`src/rtl/seg_scan_decoder.sv`:
```
// seg_scan_decoder: reads a time-multiplexed, active-low 7-segment display bus.
// Each digit-select/segment pattern must stay stable for STABLE_CYC+1 samples
// before it is captured. The pattern is then converted back to a BCD digit, or
// flagged as blank or invalid, and stored against the position that was selected.
// Optional feature: define SEG_SCAN_DP_EN to add the decimal-point input
// (dp_in, active-low) and the captured decimal-point output (dp_out).
module seg_scan_decoder #(
    parameter int NDIG       = 8,
    parameter int STABLE_CYC = 4,
    parameter int IW         = $clog2(NDIG)
) (
    input  logic                clk,
    input  logic                rst,
    input  logic [NDIG-1:0]     an_in,
    input  logic [6:0]          seg_in,
`ifdef SEG_SCAN_DP_EN
    input  logic                dp_in,
    output logic [NDIG-1:0]     dp_out,
`endif
    output logic [4*NDIG-1:0]   digits_out,
    output logic [NDIG-1:0]     blank_out,
    output logic [NDIG-1:0]     err_out,
    output logic [IW-1:0]       cur_idx,
    output logic                cap_pulse,
    output logic                frame_valid,
    output logic                sel_err
);

    localparam int CW = $clog2(STABLE_CYC + 1);
`ifdef SEG_SCAN_DP_EN
    localparam int SW = NDIG + 8;
`else
    localparam int SW = NDIG + 7;
`endif

    // Live bus snapshot and the copy taken on the previous edge.
    logic [SW-1:0]   samp_live;
    logic [SW-1:0]   s_q;
    logic [CW-1:0]   cnt_q, cnt_d;

    logic            sel_valid;
    logic [IW-1:0]   sel_pos;
    logic            same;
    logic            capture;

    logic [3:0]      dec_digit;
    logic            dec_blank;
    logic            dec_err;

    logic [NDIG-1:0] seen_q;
    logic [NDIG-1:0] seen_set;
    logic            frame_done;

    logic [IW-1:0]   cur_idx_q;
    logic            cap_pulse_q;
    logic            frame_valid_q;
    logic            sel_err_q, sel_err_d;

    logic [3:0]      digit_q [NDIG];
    logic            blank_q [NDIG];
    logic            err_q   [NDIG];

`ifdef SEG_SCAN_DP_EN
    logic            dp_q    [NDIG];
    assign samp_live = {dp_in, an_in, seg_in};
`else
    assign samp_live = {an_in, seg_in};
`endif

    assign same = (samp_live == s_q);

    // Select decode: a valid select has exactly one bit set; also report its index.
    always_comb begin
        int hits;
        hits    = 0;
        sel_pos = '0;
        for (int i = 0; i < NDIG; i++) begin
            if (an_in[i]) begin
                hits    = hits + 1;
                sel_pos = IW'(i);
            end
        end
        sel_valid = (hits == 1);
    end

    // Stability counter and input sample register (cnt encodes IDLE/COUNT/HELD).
    always_ff @(posedge clk or posedge rst) begin
        if (rst) begin
            cnt_q <= '0;
            s_q   <= '0;
        end else begin
            cnt_q <= cnt_d;
            s_q   <= samp_live;
        end
    end

    // Next count: restart on change or bad select, advance while stable, saturate at HELD.
    always_comb begin
        cnt_d = cnt_q;
        if (!sel_valid || !same) begin
            cnt_d = '0;
        end else if (cnt_q != CW'(STABLE_CYC)) begin
            cnt_d = cnt_q + 1'b1;
        end
    end

    // Capture fires on the single step from STABLE_CYC-1 into HELD.
    always_comb begin
        capture = sel_valid && same && (cnt_q == CW'(STABLE_CYC - 1));
    end

    // Segment pattern to BCD; unknown patterns and blank both store 4'hF.
    always_comb begin
        dec_digit = 4'hF;
        dec_blank = 1'b0;
        dec_err   = 1'b0;
        case (seg_in)
            7'b0000001: dec_digit = 4'd0;
            7'b1001111: dec_digit = 4'd1;
            7'b0010010: dec_digit = 4'd2;
            7'b0000110: dec_digit = 4'd3;
            7'b1001100: dec_digit = 4'd4;
            7'b0100100: dec_digit = 4'd5;
            7'b0100000: dec_digit = 4'd6;
            7'b0001111: dec_digit = 4'd7;
            7'b0000000: dec_digit = 4'd8;
            7'b0000100: dec_digit = 4'd9;
            7'b1111111: dec_blank = 1'b1;
            default:    dec_err   = 1'b1;
        endcase
    end

    // Frame tracking: a valid select is already the one-hot bit of the position.
    assign seen_set   = seen_q | an_in;
    assign frame_done = capture && (seen_set == {NDIG{1'b1}});

    // A bad select always wins over the frame-completion clear.
    always_comb begin
        sel_err_d = sel_err_q;
        if (!sel_valid) begin
            sel_err_d = 1'b1;
        end else if (frame_done) begin
            sel_err_d = 1'b0;
        end
    end

    // Capture bookkeeping: strobes, last index, seen mask and sticky select error.
    always_ff @(posedge clk or posedge rst) begin
        if (rst) begin
            cur_idx_q     <= '0;
            cap_pulse_q   <= 1'b0;
            frame_valid_q <= 1'b0;
            seen_q        <= '0;
            sel_err_q     <= 1'b0;
        end else begin
            cap_pulse_q   <= capture;
            frame_valid_q <= frame_done;
            sel_err_q     <= sel_err_d;
            if (capture) begin
                cur_idx_q <= sel_pos;
                seen_q    <= frame_done ? '0 : seen_set;
            end
        end
    end

    // Per-position result storage, written only when that position is captured.
    generate
        for (genvar gi = 0; gi < NDIG; gi++) begin : g_pos
            always_ff @(posedge clk or posedge rst) begin
                if (rst) begin
                    digit_q[gi] <= 4'h0;
                    blank_q[gi] <= 1'b1;
                    err_q[gi]   <= 1'b0;
                end else if (capture && (sel_pos == IW'(gi))) begin
                    digit_q[gi] <= dec_digit;
                    blank_q[gi] <= dec_blank;
                    err_q[gi]   <= dec_err;
                end
            end

            assign digits_out[4*gi +: 4] = digit_q[gi];
            assign blank_out[gi]         = blank_q[gi];
            assign err_out[gi]           = err_q[gi];

`ifdef SEG_SCAN_DP_EN
            // Decimal point is active-low on the bus, stored active-high.
            always_ff @(posedge clk or posedge rst) begin
                if (rst) begin
                    dp_q[gi] <= 1'b0;
                end else if (capture && (sel_pos == IW'(gi))) begin
                    dp_q[gi] <= ~dp_in;
                end
            end

            assign dp_out[gi] = dp_q[gi];
`endif
        end
    endgenerate

    assign cur_idx     = cur_idx_q;
    assign cap_pulse   = cap_pulse_q;
    assign frame_valid = frame_valid_q;
    assign sel_err     = sel_err_q;

endmodule

```
`config.mk`:
```
export PLATFORM = sky130hd
export DESIGN_NAME = seg_scan_decoder
export DESIGN_NICKNAME = d
export VERILOG_FILES = /design/src/rtl/seg_scan_decoder.sv
export SDC_FILE = /design/constraint.sdc
export NUM_CORES = 1
export LEC_CHECK = 0
export BUFFER_PORTS_ARGS = -buffer_cell sky130_fd_sc_hd__buf_2
export CAP_MARGIN = 20
export CORE_AREA = 2 2 91 93
export DETAILED_ROUTE_END_ITERATION = 16
export DIE_AREA = 0 0 93 95
export GPL_TIMING_DRIVEN = 0
export HOLD_SLACK_MARGIN = 0.1
export PLACE_DENSITY = 0.79
export SETUP_SLACK_MARGIN = 0.2
export SLEW_MARGIN = 20
export SYNTH_ARGS = -nofsm -noshare
export SYNTH_HDL_FRONTEND = slang
export SYNTH_SLANG_ARGS = --single-unit
```
`constraint.sdc`:
```
create_clock -name clk -period 3.6 [get_ports clk]
set_clock_uncertainty 0.05 [all_clocks]
set_input_delay 0.72 -clock clk [delete_from_list [all_inputs] [get_ports clk]]
set_output_delay 0.72 -clock clk [all_outputs]
set_load 0.02 [all_outputs]
```
==> results of run 1 <==
[through the flow]
stage / TNS [ns] / setup slack [ns] / hold slack (ns) / std cells
2_1_floorplan: -95.50 / -1.61 / 0.444 / 376
3_3_place_gp: -141.82 / -2.32 / 0.430 / 551
3_5_place_dp: -145.10 / -2.42 / 0.438 / 552
4_1_cts: -83.79 / -1.41 / 0.317 / 598
5_1_grt: -91.49 / -1.48 / 0.351 / 604
6_report: -85.06 / -1.38 / 0.313 / 604
[area by class of cell]
class | instances | area, µm²
clock buffer | 9 | 124
inverter | 28 | 125
fill | 532 | 2030
timing repair buffer | 107 | 713
tap | 105 | 131
multi-input combinational | 246 | 2540
clock inverter | 7 | 85.1
buffer | 22 | 160
sequential | 80 | 2010
[cell families (layout without fill, tap and decap cells)]
group	count (synthesis)	count (layout)	synth area share
mux	57	57	0.151
xor+xnor	30	30	0.0759
buf+inv	50	173	0.0470
fa+ha+maj	10	10	0.0286
simple gates	80	80	0.105
compound gates	69	69	0.133
flops	80	80	0.460
[state kept, by name, indices dropped and copies added (netlist names)]
name	flops
digits_out	32
s_q	15
blank_out	8
err_out	8
seen_q	8
cnt_q	3
cur_idx	3
cap_pulse	1
frame_valid	1
sel_err	1
[worst min-delay path by stage]
| stage | startpoint | end | slack, ns | cells past startpoint |
|---|---|---|---|---|
| after floorplan | seen_q[0] | seen_q[0] | 0.44 | 2 |
| after global placement | sel_err | sel_err | 0.43 | 1 |
| after detailed placement | digits_out[9] | digits_out[9] | 0.44 | 1 |
| after CTS | rst | digits_out[24] | 0.32 | 2 |
| after global routing | rst | seen_q[4] | 0.35 | 2 |
| final | rst | digits_out[24] | 0.31 | 2 |
[layout by cell type, fill, tap and decap left out, types with 9 or more instances in the layout]
| cell type | Yosys | layout |
|---|---|---|
| inv_1 | 28 | 22 |
| clkbuf_8 | 0 | 11 |
| mux2_2 | 50 | 36 |
| nand2_1 | 16 | 14 |
| dfrtp_1 | 72 | 72 |
| mux2_4 | 0 | 14 |
| clkbuf_1 | 11 | 9 |
| buf_2 | 8 | 71 |
| buf_4 | 0 | 29 |
| xnor2_1 | 23 | 21 |
| nor2_1 | 12 | 10 |
[power breakdown]
part / total [mW] / internal [mW] / switching, mW
Combinational: 0.700 / 0.335 / 0.364
Clock: 0.703 / 0.335 / 0.369
Sequential: 0.911 / 0.907 / 0.00401
Total: 2.31 / 1.58 / 0.737
[worst max-delay path, cell delays in order]
cell	delay (ns)
buf_12	0.11
inv_6	0.05
ha_4	0.19
buf_8	0.12
xnor2_4	0.15
inv_2	0.07
ha_4	0.24
mux2_4	0.28
ha_4	0.22
nand2_2	0.07
a21bo_4	0.24
ha_4	0.22
o22ai_4	0.17
inv_2	0.07
ha_4	0.22
nand2_2	0.07
o21ai_2	0.06
ha_1	0.31
nand2b_4	0.17
nand2b_4	0.08
a32oi_4	0.14
a2111oi_4	0.37
buf_6	0.19
and4_4	0.23
buf_8	0.14
mux2_4	0.29
[routing by layer]
layer | track usage | part of all wire
met4 | 0.116 | 0.029
met5 | 0 | 0
met2 | 0.452 | 0.50
met3 | 0.0734 | 0.067
met1 | 0.320 | 0.40
[what timing repair did]
action	CTS	global route
setup buffers	30	5
pin swaps	17	9
resized for setup	36	22
endpoints found under the setup margin	65	65
endpoints found under the hold margin	0	0
gates cloned	0	1
==> impl_metrics.toml, run 1 <==
[clock_tree]
clk_pin_slew_ns = 0.10
cts_sinks = 80
cts_buffers = 9
insertion_delay_ns = 0.36
cts_tree = "done"
ctsRootBufferMaster = "clkbuf_8"
h-tree-depth = 3
hold_buffers = 0
clock_path_buffers = 2

[sta]
rsz0062_at_grt = "yes"
setup_slack_ns = -1.38
drv_slew = 0
final.min_clock_period_ns = 4.98
finalCritPeriodShare = 1.38
setup_viol = 65
worst_slew_pin_slew_ns = 0.986
hold_viol_final = 0
fmax_mhz = 201
slew_headroom = 0.337

[synth]
ys_seq_elements = 80
async_flop_share = 1.00
syn_inst = 376
synth.distinct_cells = 63
yosysSeqAreaShare = 0.460
synth_area_um2 = 4370
synthTopCellsByArea = "dfrtp_1 41%, mux2_2 13%, dfstp_2 4.8%"
synth_top_area_cell = "dfrtp_1"
synth_top_area_share = 0.412
syn_nets = 403
synthFlopType = "dfrtp_1"
netlist_top_cells_count = "72 x dfrtp_1, 50 x mux2_2, 28 x inv_1"
synth-edff-count = 0
yosysMostFrequentCell = "dfrtp_1"
postSynthAreaPerCell_um2 = 11.6
yosysWarnings = 0

[floorplan]
num_rows = 33
die-area_um2 = 8840
floorplan.initialDensity = 0.551
io_pins = 71
fp.coreArea_um2 = 7930
dieHeight_um = 95
fp.dieW_um = 93

[critical_path]
r2r_start = "cnt_q[0]"
timing.rr.end = "digits_out[25]"
endpoint_kind = "flop"
arrival_ns = 5.18
crit_start = "an_in[0]"
crit_end = "digits_out[17]"
worst_setup_path_start_kind = "primary input"
crit_fanout = 6
r2r_slack_ns = 0.57
ff2ff_path_depth = 9
crit_type = "primary input to flop"
crit_required_ns = 3.80

[placed_design]
gp_congestion = 0.861
placed_cell_area_um2 = 5140
port_buffers = 70
hpwl_um = 7520

[pwr]
p_per_area_nw_per_um2 = 393
power_mw = 2.31
p_leak_nw = 2.82
irDropWorstVdd_v = 0.000427

[global_route]
grt_usage = 0.267
grt_max_degree = 49
grt_pass1_wl_um = 18100
antenna_found_initial = 0
grt-ovfl-total = 0
grt_pass1_vias = 3712

[outcome]
violations = "negative setup slack"
outcome = "finished with violations"

[finish]
syn2layout_area_growth_pct = 34.9
nNetsFinal = 521
drive_above_1_share = 0.517
final_util = 0.743
diodes = 0
final_area_um2 = 5890

[detailed_routing]
drc = 0
routedWlPerCell_um = 19.4
wl_um = 11700
ant_nets = 0
via_count = 3517
firstDrtPassIters = 5
drt_iter0_markers = 172
vias_per_cell = 5.82

[flow_run]
max_cap_viol_count = 0

[worst_hold_path]
hp-class = "primary input to asynchronous set/reset pin"
No activity file was read; power rests on OpenSTA's default activity.
==> run 2, diff against run 1 <==
--- a/config.mk
+++ b/config.mk
@@ -12,9 +12,9 @@
 export DIE_AREA = 0 0 93 95
 export GPL_TIMING_DRIVEN = 0
 export HOLD_SLACK_MARGIN = 0.1
+export MAX_ROUTING_LAYER = met4
 export PLACE_DENSITY = 0.79
 export SETUP_SLACK_MARGIN = 0.2
-export SLEW_MARGIN = 20
 export SYNTH_ARGS = -nofsm -noshare
 export SYNTH_HDL_FRONTEND = slang
 export SYNTH_SLANG_ARGS = --single-unit
==> run 2 against run 1 <==
The flow still finishes with violations (negative setup slack). Die area unchanged. Global-route usage is 1.6 points higher. Non-clock buffer count up 4. Final cell count is 0.66% higher. Sequential power barely moved. First-iteration DRC count decreased by 14%. Sequential share of layout area up 0.15 points. Cell area is 0.42% lower. Fmax decreased by 0.37%. Clock power down 6.5%. Critical endpoint is now err_out[4].
==> impl_metrics.toml, run 2 (synthesized netlist as in run 1, its figures left out) <==
[placed_design]
gp_congestion = 0.910
hpwl_um = 7580
placed_cell_area_um2 = 5140
port_buffers = 70
place_inst = 554
dp_slack_ns = -2.35

[finish]
nNetsFinal = 525
fillers = 531
layout_commonest_cell = "buf_2"
syn2layout_area_growth_pct = 34.3
drive_above_1_share = 0.509
final_area_um2 = 5870
diodes = 0
largest_reg_flops = 32
final_util = 0.740
final_cell_mix = "74 x buf_2, 72 x dfrtp_1, 32 x mux2_2"
fin_cells = 608

[sta]
drv_slew = 0
setup_viol = 65
tns_ns = -84.51
holdWs_ns = 0.221
worst_slew_pin_slew_ns = 0.741
fmax_mhz = 200
hold_viol_final = 0
setup_slack_ns = -1.40
rsz0062_at_grt = "yes"
final.min_clock_period_ns = 5.00
finalCritPeriodShare = 1.39
slew_headroom = 0.504

[critical_path]
timing.rr.end = "digits_out[22]"
ff2ff_path_depth = 9
crit_start = "an_in[1]"
worst_path_max_delay_cell = "a2111oi_4"
crit_fanout = 6
arrival_ns = 5.21
r2r_slack_ns = 0.74
r2r_start = "cnt_q[0]"
crit_type = "primary input to flop"
timing.critical_path.buf_inv = 7
path_delay_family = "adder cells"
slowest_delay_ns = 0.38
worst_setup_path_start_kind = "primary input"
crit_end = "err_out[4]"
cpMostUsedCell = "ha_4"
endpoint_kind = "flop"
path_depth = 26
crit_required_ns = 3.81

[clock_tree]
cts_sinks = 80
cts_tree = "done"
clk_pin_slew_ns = 0.09
hold_buffers = 0
insertion_delay_ns = 0.36
ctsRootBufferMaster = "clkbuf_8"
clock_path_buffers = 2
cts_buffers = 9
h-tree-depth = 3

[pwr]
p_per_area_nw_per_um2 = 383
p_leak_nw = 2.81
power_mw = 2.25
irDropWorstVdd_v = 0.000336

[floorplan]
fp.dieW_um = 93
die-area_um2 = 8840
dieHeight_um = 95
fp.coreArea_um2 = 7930
num_rows = 33
io_pins = 71
floorplan.initialDensity = 0.551

[flow_run]
max_cap_viol_count = 0

[global_route]
antenna_found_initial = 0
grt_pass1_wl_um = 18500
met3_usage = 0.0615
grt_usage = 0.282
grt-ovfl-total = 0
grt_pass1_vias = 3620
grt.met1_usage = 0.342
grt_max_degree = 66
met2_usage = 0.447
grt.busiest_layer = "met2"

[detailed_routing]
wl_um = 11500
drc = 0
routedWlPerCell_um = 18.9
vias_per_cell = 5.83
via_count = 3544
drt_iter0_markers = 148
ant_nets = 0
firstDrtPassIters = 4

[outcome]
outcome = "finished with violations"
violations = "negative setup slack"

[worst_hold_path]
hp-class = "primary input to asynchronous set/reset pin"
-- run 2: cell count changes in the layout (fill, tap and decap cells not counted), moves of 3 or more --
cell,change
buf_6,+4
mux2_2,-4
mux2_4,+4
buf_2,+3
nor4_1,+3
nor4_2,-3
-- run 2: how the worst min path moves through the flow --
stage / to / slack, ns / cells past startpoint
finish: seen_q[1] / 0.22 / 2
global route: frame_valid / 0.24 / 2
CTS: cap_pulse / 0.22 / 2
detailed placement: digits_out[13] / 0.44 / 1
global placement: sel_err / 0.43 / 1
floorplan: seen_q[0] / 0.44 / 2
-- run 2: repair_timing --
item,in CTS,in global routing
setup endpoints to repair,65,65
pin swaps,18,10
cloned,1,0
buffers inserted,30,6
resized for setup,49,11
-- run 2: routing by layer --
| metal | share of wire | vias up |
|---|---|---|
| met1 | 0.41 | 1773 |
| li1 | - | 1599 |
| met4 | 0.040 | 0 |
| met5 | 0 | - |
| met2 | 0.50 | 132 |
| met3 | 0.052 | 40 |
-- run 2: cell type report --
cell class                      count  area [µm²]  area share
Clock inverter                      7        72.6      0.0124
Clock buffer                        9         124      0.0211
Multi-Input combinational cell    246        2510       0.429
Sequential cell                    80        2010       0.343
Inverter                           28         123      0.0209
Timing Repair Buffer              111         737       0.126
Buffer                             22         154      0.0262
Tap cell                          105         131      0.0224
-- run 2: report_power, final --
| group | switching (mW) | leakage, nW | total (mW) | internal, mW |
|---|---|---|---|---|
| registers | 0.00403 | 0.996 | 0.911 | 0.907 |
| clock network | 0.384 | 0.0974 | 0.657 | 0.273 |
| logic | 0.348 | 1.71 | 0.682 | 0.334 |
==> run 3, diff against run 2 <==
--- a/config.mk
+++ b/config.mk
@@ -15,6 +15,7 @@
 export MAX_ROUTING_LAYER = met4
 export PLACE_DENSITY = 0.79
 export SETUP_SLACK_MARGIN = 0.2
+export SKIP_LAST_GASP = 1
 export SYNTH_ARGS = -nofsm -noshare
 export SYNTH_HDL_FRONTEND = slang
 export SYNTH_SLANG_ARGS = --single-unit
==> run 3 against run 2 <==
The flow still finishes with violations (negative setup slack). Critical path depth unchanged. Routed wire length down 0.66%. Fmax grew 0.61%. Global-route usage is 0.18 points lower. Cell area shrank 0.38%. Flip-flop and latch count stayed put. Critical path type unchanged. Largest power group unchanged.
==> impl_metrics.toml, run 3 (synthesized netlist as in run 1, its figures left out) <==
[finish]
syn2layout_area_growth_pct = 33.8
fillers = 541
diodes = 0
final_cell_mix = "74 x buf_2, 72 x dfrtp_1, 33 x mux2_2"
largest_reg_flops = 32
drive_above_1_share = 0.508
final_area_um2 = 5850
fin_cells = 607
layout_commonest_cell = "buf_2"
nNetsFinal = 524

[sta]
setup_viol = 65
rsz0062_at_grt = "yes"
hold_viol_final = 0
worst_slew_pin_slew_ns = 0.733
holdWs_ns = 0.220
final.min_clock_period_ns = 4.97
drv_slew = 0
slew_headroom = 0.507
setup_slack_ns = -1.37
finalCritPeriodShare = 1.38
fmax_mhz = 201

[critical_path]
worst_setup_path_start_kind = "primary input"
ff2ff_path_depth = 9
worst_path_max_delay_cell = "a2111oi_4"
crit_fanout = 6
crit_required_ns = 3.81
path_delay_family = "adder cells"
arrival_ns = 5.18
crit_type = "primary input to flop"
timing.critical_path.buf_inv = 7
cpMostUsedCell = "ha_4"
slowest_delay_ns = 0.37
r2r_slack_ns = 0.77
endpoint_kind = "flop"
path_depth = 26

[clock_tree]
hold_buffers = 0
clk_pin_slew_ns = 0.09
ctsRootBufferMaster = "clkbuf_8"
cts_sinks = 80
clock_path_buffers = 2
insertion_delay_ns = 0.37
cts_tree = "done"
h-tree-depth = 3
cts_buffers = 9

[pwr]
clkPwrFrac = 0.293
p_seq_frac = 0.405
p_leak_nw = 2.80
irDropWorstVdd_v = 0.000338
sw_frac_of_total = 0.327
intPower_mw = 1.51
p_switching_uw = 737
p_per_area_nw_per_um2 = 385
power_mw = 2.25
pwr-share-comb = 0.302

[placed_design]
port_buffers = 70
placed_cell_area_um2 = 5140
gp_congestion = 0.910
hpwl_um = 7580
place_inst = 554

[floorplan]
floorplan.initialDensity = 0.551
fp.coreArea_um2 = 7930
io_pins = 71
num_rows = 33
fp.dieW_um = 93
die-area_um2 = 8840
dieHeight_um = 95

[global_route]
grt-ovfl-total = 0
grt_pass1_wl_um = 18400
antenna_found_initial = 0
grt_usage = 0.281
grt_pass1_vias = 3593
grt_max_degree = 66

[detailed_routing]
wl_um = 11400
drt-met1-wl_um = 4760
ant_nets = 0
drt_iter0_markers = 206
met2_length_um = 5680
routed.top_layer = "met4"
drc = 0
firstDrtPassIters = 4
routedWlPerCell_um = 18.8
vias_per_cell = 5.79
met3_length_um = 621
via_count = 3517

[worst_hold_path]
hp-class = "primary input to asynchronous set/reset pin"

[outcome]
outcome = "finished with violations"
violations = "negative setup slack"

[flow_run]
max_cap_viol_count = 0
[run 3: path summary, 6_finish.rpt]
| path | startpoint | to |
|---|---|---|
| worst max-delay path | an_in[1] | err_out[4] |
| worst min-delay path | rst | seen_q[1] |
| worst max register to register | cnt_q[0] | digits_out[22] |
| worst min register to register | digits_out[0] | digits_out[0] |
| max in group asynchronous | rst | blank_out[1] |
| min in group clk | an_in[3] | s_q[10] |
[run 3: stage by stage]
stage	setup TNS [ns]	setup slack [ns]	utilization
4_1_cts	-80.88	-1.37	0.728
5_1_grt	-91.53	-1.51	0.737
2_1_floorplan	-95.50	-1.61	-
6_report	-82.56	-1.37	0.737
3_5_place_dp	-141.65	-2.35	0.648
3_3_place_gp	-139.31	-2.26	0.643
[run 3: repair_timing]
item,4_1_cts,5_1_grt
resized for setup,46,10
gates cloned,1,0
pin swaps,18,9
setup buffers,30,5
setup endpoints to repair,65,65
[run 3: layout make-up]
type / count / area [µm²] / share of cell area
Multi-Input combinational cell: 246 / 2510 / 0.430
Sequential cell: 80 / 2010 / 0.344
Timing Repair Buffer: 110 / 718 / 0.123
Buffer: 22 / 154 / 0.0263
Tap cell: 105 / 131 / 0.0225
Clock buffer: 9 / 124 / 0.0212
Inverter: 28 / 123 / 0.0210
Clock inverter: 7 / 72.6 / 0.0124
[run 3: worst register-to-register path: stages, from the launching register on]
cell	delay [ns]
dfrtp_1	0.39
ha_1	0.17
ha_1	0.23
nand4_1	0.10
nor4_1	0.51
o2111ai_1	0.22
o21a_2	0.21
a2111oi_4	0.34
buf_6	0.20
mux2_4	0.31
[run 3: metal layers]
layer | vias up | track usage
met5 | - | -
met4 | 0 | 0.135
met3 | 33 | 0.0599
met2 | 130 | 0.449
met1 | 1757 | 0.342
li1 | 1597 | -
[run 3: power by group through the flow]
stage / Clock [mW] / Sequential, mW / Combinational [mW]
global route: 0.703 / 0.912 / 0.728
CTS: 0.671 / 0.911 / 0.634
global placement: 0 / 0.928 / 0.487
floorplan: 0 / 0.928 / 0.407
detailed placement: 0 / 0.928 / 0.510
finish: 0.659 / 0.911 / 0.680
